File: config.mk
export PLATFORM = sky130hd
export DESIGN_NAME = scpad_fe_arbiter
export DESIGN_NICKNAME = d
export VERILOG_FILES = /design/src/rtl/scpad_fe_arbiter.sv
export SDC_FILE = /design/constraint.sdc
export NUM_CORES = 1
export LEC_CHECK = 0
export BUFFER_PORTS_ARGS = -buffer_cell sky130_fd_sc_hd__buf_2
export CAP_MARGIN = 20
export CORE_AREA = 3 3 131 133
export CTS_BUF_LIST = sky130_fd_sc_hd__clkbuf_8
export CTS_CLUSTER_SIZE = 20
export DETAILED_ROUTE_END_ITERATION = 8
export DIE_AREA = 0 0 134 136
export HOLD_SLACK_MARGIN = 0.1
export PLACE_DENSITY = 0.66
export SKIP_LAST_GASP = 1
export SYNTH_ARGS = -nofsm -noshare
export SYNTH_HDL_FRONTEND = slang
export SYNTH_SLANG_ARGS = --single-unit
File: constraint.sdc
create_clock -name clk -period 3.1 [get_ports clk]
set_clock_uncertainty 0.1 [all_clocks]
set_input_delay 0.775 -clock clk [delete_from_list [all_inputs] [get_ports clk]]
set_output_delay 0.775 -clock clk [all_outputs]
set_load 0.02 [all_outputs]
File: src/rtl/scpad_fe_arbiter.sv
// ----------------------------------------------------------------------------
// scpad_fe_arbiter
//
// Shares the single scratchpad body request port among NUM_FE frontend
// slices. A round-robin arbiter picks one frontend per cycle. The winning
// request is registered toward the body. Per-frontend credit counters limit
// each frontend to MAX_OUT outstanding requests. Body responses are routed
// back by ID. A drain mode blocks new grants until every outstanding
// request has returned.
//
// Ports
//   clk, n_rst          clock, synchronous active-low reset
//   fe_req_valid_i      per-frontend request valid            [NUM_FE]
//   fe_req_data_i       per-frontend payload, fe i at slice i [NUM_FE*REQ_W]
//   fe_stall_o          request valid but not granted          [NUM_FE]
//   body_req_valid_o    registered request valid toward body
//   body_req_data_o     registered request payload             [REQ_W]
//   body_req_id_o       owning frontend of the request         [ID_W]
//   body_req_ready_i    body accepts the registered request
//   body_res_valid_i    response valid from body
//   body_res_id_i       owning frontend of the response        [ID_W]
//   body_res_data_i     response payload                       [RES_W]
//   fe_res_valid_o      one-hot response valid                 [NUM_FE]
//   fe_res_data_o       response payload, broadcast            [RES_W]
//   drain_req_i         level request to drain
//   drain_done_o        drained: nothing outstanding, no grants
//   err_unexp_res_o     sticky: response for a frontend with zero credits
// ----------------------------------------------------------------------------
module scpad_fe_arbiter #(
   parameter int NUM_FE  = 2,
   parameter int ID_W    = $clog2(NUM_FE),
   parameter int REQ_W   = 64,
   parameter int RES_W   = 64,
   parameter int MAX_OUT = 4
) (
   input  logic                    clk,
   input  logic                    n_rst,
   input  logic [NUM_FE-1:0]       fe_req_valid_i,
   input  logic [NUM_FE*REQ_W-1:0] fe_req_data_i,
   output logic [NUM_FE-1:0]       fe_stall_o,
   output logic                    body_req_valid_o,
   output logic [REQ_W-1:0]        body_req_data_o,
   output logic [ID_W-1:0]         body_req_id_o,
   input  logic                    body_req_ready_i,
   input  logic                    body_res_valid_i,
   input  logic [ID_W-1:0]         body_res_id_i,
   input  logic [RES_W-1:0]        body_res_data_i,
   output logic [NUM_FE-1:0]       fe_res_valid_o,
   output logic [RES_W-1:0]        fe_res_data_o,
   input  logic                    drain_req_i,
   output logic                    drain_done_o,
   output logic                    err_unexp_res_o
);

   localparam int              CNT_W   = $clog2(MAX_OUT + 1);
   localparam logic [CNT_W-1:0] CNT_MAX = CNT_W'(MAX_OUT);

   typedef enum logic [1:0] {
      ST_RUN   = 2'd0,
      ST_DRAIN = 2'd1,
      ST_DONE  = 2'd2
   } state_e;

   state_e            state_q, state_d;
   logic [ID_W-1:0]   rr_ptr_q, rr_ptr_d;
   logic [CNT_W-1:0]  cnt_q [NUM_FE];
   logic [CNT_W-1:0]  cnt_d [NUM_FE];
   logic              body_req_valid_q, body_req_valid_d;
   logic [REQ_W-1:0]  body_req_data_q, body_req_data_d;
   logic [ID_W-1:0]   body_req_id_q, body_req_id_d;
   logic              drain_done_q, drain_done_d;
   logic              err_q, err_d;

   logic [NUM_FE-1:0] res_hit;
   logic [NUM_FE-1:0] eligible;
   logic [NUM_FE-1:0] grant;
   logic              grant_any;
   logic [ID_W-1:0]   grant_id;
   logic [ID_W-1:0]   rr_idx;
   logic              slot_free;
   logic              grant_en;
   logic              idle_next;

   // ---------------------------------------------------------------------
   // Response routing (purely combinational)
   // ---------------------------------------------------------------------
   always_comb begin
      // NOTE: every variable gets a default before any conditional update,
      // so no path leaves it unassigned and no latch is inferred.
      res_hit = '0;
      for (int i = 0; i < NUM_FE; i++) begin
         res_hit[i] = body_res_valid_i && (body_res_id_i == ID_W'(i));
      end
   end

   assign fe_res_valid_o = res_hit;
   assign fe_res_data_o  = body_res_data_i;

   // ---------------------------------------------------------------------
   // Eligibility and round-robin grant
   // ---------------------------------------------------------------------
   // Grants are suppressed during reset and from the very cycle drain_req_i
   // rises, before the FSM has left RUN.
   assign slot_free = !body_req_valid_q || body_req_ready_i;
   assign grant_en  = n_rst && (state_q == ST_RUN) && !drain_req_i && slot_free;

   always_comb begin
      eligible = '0;
      for (int i = 0; i < NUM_FE; i++) begin
         // A response for i in this cycle returns a credit immediately, so a
         // frontend sitting at MAX_OUT may still win in that cycle.
         eligible[i] = grant_en && fe_req_valid_i[i] &&
                       ((cnt_q[i] < CNT_MAX) || res_hit[i]);
      end
   end

   always_comb begin
      grant     = '0;
      grant_any = 1'b0;
      grant_id  = '0;
      rr_idx    = '0;
      // NUM_FE is a power of two, so the ID_W-bit add wraps modulo NUM_FE.
      for (int k = 0; k < NUM_FE; k++) begin
         rr_idx = rr_ptr_q + ID_W'(k);
         if (!grant_any && eligible[rr_idx]) begin
            grant_any = 1'b1;
            grant_id  = rr_idx;
         end
      end
      if (grant_any) begin
         grant[grant_id] = 1'b1;
      end
   end

   assign fe_stall_o = fe_req_valid_i & ~grant;
   assign rr_ptr_d   = grant_any ? (grant_id + ID_W'(1)) : rr_ptr_q;

   // ---------------------------------------------------------------------
   // Output register, credits, error flag
   // ---------------------------------------------------------------------
   always_comb begin
      body_req_valid_d = body_req_valid_q;
      body_req_data_d  = body_req_data_q;
      body_req_id_d    = body_req_id_q;
      if (grant_any) begin
         body_req_valid_d = 1'b1;
         body_req_data_d  = fe_req_data_i[int'(grant_id)*REQ_W +: REQ_W];
         body_req_id_d    = grant_id;
      end else if (body_req_ready_i) begin
         body_req_valid_d = 1'b0;
      end
   end

   always_comb begin
      err_d = err_q;
      for (int i = 0; i < NUM_FE; i++) begin
         cnt_d[i] = cnt_q[i];
         if (grant[i] && !res_hit[i]) begin
            cnt_d[i] = cnt_q[i] + CNT_W'(1);
         end else if (!grant[i] && res_hit[i] && (cnt_q[i] != '0)) begin
            cnt_d[i] = cnt_q[i] - CNT_W'(1);
         end
         // The stray response is still forwarded; only the flag records it.
         if (res_hit[i] && (cnt_q[i] == '0)) begin
            err_d = 1'b1;
         end
      end
   end

   // ---------------------------------------------------------------------
   // Drain FSM
   // ---------------------------------------------------------------------
   // Completion looks at next-cycle credit and slot state, so drain_done_o
   // rises on the edge right after the last response returns.
   always_comb begin
      idle_next = !body_req_valid_d;
      for (int i = 0; i < NUM_FE; i++) begin
         if (cnt_d[i] != '0) begin
            idle_next = 1'b0;
         end
      end
   end

   always_comb begin
      state_d = state_q;
      unique case (state_q)
         ST_RUN: begin
            if (drain_req_i) state_d = ST_DRAIN;
         end
         ST_DRAIN: begin
            if (!drain_req_i)   state_d = ST_RUN;
            else if (idle_next) state_d = ST_DONE;
         end
         ST_DONE: begin
            if (!drain_req_i) state_d = ST_RUN;
         end
         default: state_d = ST_RUN;
      endcase
      drain_done_d = (state_d == ST_DONE);
   end

   // ---------------------------------------------------------------------
   // State registers
   // ---------------------------------------------------------------------
   // NOTE: sequential state uses non-blocking assignments so every register
   // samples the pre-edge values, independent of statement order.
   always_ff @(posedge clk) begin
      if (!n_rst) begin
         state_q          <= ST_RUN;
         rr_ptr_q         <= '0;
         body_req_valid_q <= 1'b0;
         body_req_data_q  <= '0;
         body_req_id_q    <= '0;
         drain_done_q     <= 1'b0;
         err_q            <= 1'b0;
         // NOTE: the credit array is a handful of flops, not a RAM, so it is
         // reset explicitly; in-flight credits are discarded on reset.
         for (int i = 0; i < NUM_FE; i++) begin
            cnt_q[i] <= '0;
         end
      end else begin
         state_q          <= state_d;
         rr_ptr_q         <= rr_ptr_d;
         body_req_valid_q <= body_req_valid_d;
         body_req_data_q  <= body_req_data_d;
         body_req_id_q    <= body_req_id_d;
         drain_done_q     <= drain_done_d;
         err_q            <= err_d;
         for (int i = 0; i < NUM_FE; i++) begin
            cnt_q[i] <= cnt_d[i];
         end
      end
   end

   assign body_req_valid_o = body_req_valid_q;
   assign body_req_data_o  = body_req_data_q;
   assign body_req_id_o    = body_req_id_q;
   assign drain_done_o     = drain_done_q;
   assign err_unexp_res_o  = err_q;

endmodule

==> results.py <==
metrics = {
    "outcome": {
        "status": "finished, final reports clean",
    },
    "critical_path": {
        "arrival_ns": 2.01,
        "startpoint_type": "input pin",
        "r2r.worst_path.cells": 9,
        "critPathMaxFanout": 5,
        "rr_endpoint": "state_q[0]",
        "cp.required_ns": 2.22,
        "ff2ff_setup_slack_ns": 0.64,
        "endpoint_kind": "output pin",
        "timing.rr.start": "cnt_q[0][4]",
        "crit_type": "input pin to output pin",
    },
    "logic_synthesis": {
        "yosysSeqAreaShare_pct": 35.57,
        "synth_flop_cell": "dfxtp_1",
        "async_flop_share_pct": 0,
        "synth_area_per_cell_um2": 9.547,
        "synthCells": 454,
        "yosys_warnings": 0,
        "netlist_area_um2": 4334,
        "synth_nets": 660,
        "ys_ff_latch": 77,
        "synth_edf_count": 0,
        "yosysUniqueCellTypes": 45,
    },
    "floorplan": {
        "die_area_um2": 18220,
        "dieHeight_um": 136,
        "pin_count": 336,
        "initial_core_util_pct": 27.19,
        "core_area_um2": 15940,
        "num_rows": 46,
        "die_w_um": 134,
    },
    "finish": {
        "final-instance-count-excl-fill": 815,
        "final_area_um2": 5445,
        "n_antenna_cell": 0,
        "nFillCells": 1666,
        "drive_gt1_share_pct": 42.07,
        "layout.area.seq_um2": 1541,
        "areaGrowthSynthToFinish_pct": 25.64,
        "multi_input_area_um2": 2161,
        "layout.nets": 801,
    },
    "timing": {
        "max_freq_mhz": 347.2,
        "fin_crit_ns": 2.880,
        "relSlewSlack_pct": 46.39,
        "fin_crit_sh_pct": 92.92,
        "tightestPinTransition_ns": 0.8041,
        "rsz0062_at_grt": "no",
        "hold_viol": 0,
        "setup_viol": 0,
        "finalMaxSlewViolations": 0,
        "fin_setup_tns_ns": 0,
        "hold_slack_ns": 0.3941,
    },
    "clocking": {
        "cts_resized": 0,
        "h-tree-depth": 3,
        "cts_sinks": 77,
        "insertion_delay_ns": 0.35,
        "holdBufCountCts": 0,
        "numCtsBuffers": 9,
        "tritoncts": "yes",
        "cts_setup_buffers": 0,
        "cts-root-buf": "clkbuf_8",
        "clockBufferDepth": 2,
        "clk_pin_slew_worst_paths_ns": 0.07,
    },
    "placement": {
        "dpl-instance-area_um2": 5233,
        "gp_congestion": 0.7373,
        "portBuffers": 207,
        "placed_cells": 800,
        "hpwl_um": 9910,
    },
    "detailed_routing": {
        "dr.first_iter.drc_count": 89,
        "drcViolationCount": 0,
        "wire_per_inst_um": 15.27,
        "vias_per_cell": 4.502,
        "drt_pass1_iterations": 6,
        "route.vias.total": 3669,
        "routed_wl_um": 12450,
        "ant_nets": 0,
    },
    "pwr": {
        "powerDensity_nw_per_um2": 465.0,
        "peakVddDrop_mv": 0.1734,
        "p_leak_nw": 3.061,
        "power_mw": 2.532,
    },
    "grt": {
        "grt-ovfl-total": 0,
        "grt_pass1_vias": 3575,
        "grt_pass1_wl_um": 18520,
        "grt_max_degree": 76,
        "grt_use_total_pct": 12.98,
        "antenna_found_initial": 1,
    },
    "hold_path": {
        "hp-class": "flop to flop",
        "hold_path_depth": 1,
        "holdPathEnd": "body_req_data_o[8]",
        "hold_start": "body_req_data_o[8]",
    },
    "job": {
        "drv_cap": 0,
    },
}
## cells by family (layout without fill, tap and decap cells)
| kind of cell | after synthesis | count (layout) | share of synthesized area (%) |
|---|---|---|---|
| compound gates | 96 | 96 | 20.67 |
| simple gates | 101 | 101 | 10.91 |
| mux | 67 | 67 | 15.53 |
| buf+inv | 104 | 249 | 14.98 |
| flops | 77 | 77 | 35.57 |
| xor+xnor | 3 | 3 | 0.6063 |
| fa+ha+maj | 6 | 6 | 1.732 |
## state kept, by name, summed over array words and instances, names as in the netlist
signal,flops
body_req_data_o,64
cnt_q,6
state_q,2
body_req_id_o,1
body_req_valid_o,1
drain_done_o,1
err_unexp_res_o,1
rr_ptr_q,1
## layout by cell type (no fill, tap or decap), types with 3 or more instances in the layout
cell,n
a21oi_1,4
and2_1,6
buf_12,5
buf_2,207
buf_4,11
clkbuf_8,9
dfxtp_1,77
ha_1,6
inv_1,10
mux2i_1,65
nand2_1,71
nor2_1,6
nor2b_1,3
o211a_1,65
o21ai_0,4
xnor2_1,3
## worst max-delay path by stage
stage	startpoint	endpoint	slack (ns)	cells after the start
global placement	drain_req_i	state_q[0]	0.18	8
detailed placement	drain_req_i	state_q[0]	0.16	8
finish	drain_req_i	fe_stall_o[1]	0.22	6
global route	drain_req_i	fe_stall_o[1]	0.16	6
floorplan	drain_req_i	fe_stall_o[1]	0.12	6
CTS	drain_req_i	fe_stall_o[1]	0.21	6
## routing by layer
layer / vias up / global-route usage [%] / routed length (µm) / part of all wire (%)
met2: 147 / 24.62 / 6655 / 53
met4: 2 / 4.743 / 221 / 1.8
li1: 1822 / - / - / -
met5: - / 0 / 7 / 0.056
met1: 1668 / 12.40 / 4253 / 34
met3: 30 / 5.662 / 1307 / 11
## worst max-delay path, cell delays in order
cell	delay, ns
buf_2	0.13
nor4b_4	0.38
nand2_2	0.20
nor3_4	0.28
nor2_1	0.08
buf_2	0.16
## synth_stat cells (2+ instances only)
| library cell | number | area, µm² |
|---|---|---|
| o211ai_1 | 2 | 15.01 |
| and2_1 | 6 | 37.54 |
| mux2i_1 | 65 | 650.6 |
| o21ai_0 | 4 | 20.02 |
| buf_4 | 68 | 510.5 |
| nand2_2 | 2 | 12.51 |
| and3_1 | 2 | 12.51 |
| dfxtp_1 | 77 | 1541 |
| inv_1 | 10 | 37.54 |
| a31o_1 | 2 | 17.52 |
| nor2_1 | 6 | 22.52 |
| clkbuf_1 | 22 | 82.58 |
| nor2b_1 | 3 | 18.77 |
| nor3b_1 | 2 | 15.01 |
| xnor2_1 | 3 | 26.28 |
| a21boi_0 | 2 | 15.01 |
| o21a_1 | 2 | 15.01 |
| mux2_2 | 2 | 22.52 |
| nor2_2 | 2 | 12.51 |
| ha_1 | 6 | 75.07 |
| buf_2 | 3 | 15.01 |
| o32ai_1 | 2 | 17.52 |
| o211a_1 | 65 | 650.6 |
| nand2_1 | 71 | 266.5 |
| a21oi_1 | 5 | 25.02 |
## metrics by stage
| stage | utilization (%) | worst slack, ns |
|---|---|---|
| 2_1_floorplan | - | 0.1235 |
| 3_3_place_gp | 32.82 | 0.1771 |
| 3_5_place_dp | 32.82 | 0.1606 |
| 4_1_cts | 34.15 | 0.2079 |
| 5_1_grt | 34.15 | 0.1593 |
| 6_report | 34.15 | 0.2196 |
## area by class of cell
cell class | count | share of cell area [%]
sequential | 77 | 28.31
clock buffer | 9 | 2.275
timing repair buffer | 223 | 22.38
tap | 216 | 4.963
inverter | 11 | 0.7583
multi-input combinational | 273 | 39.68
clock inverter | 6 | 1.631
## power by group
part           leakage (nW)  switching [mW]  internal, mW
sequential            0.630          0.0450          1.07
combinational          2.33           0.319         0.269
clock                 0.101           0.382         0.449
(Power assumes the default switching activity.)
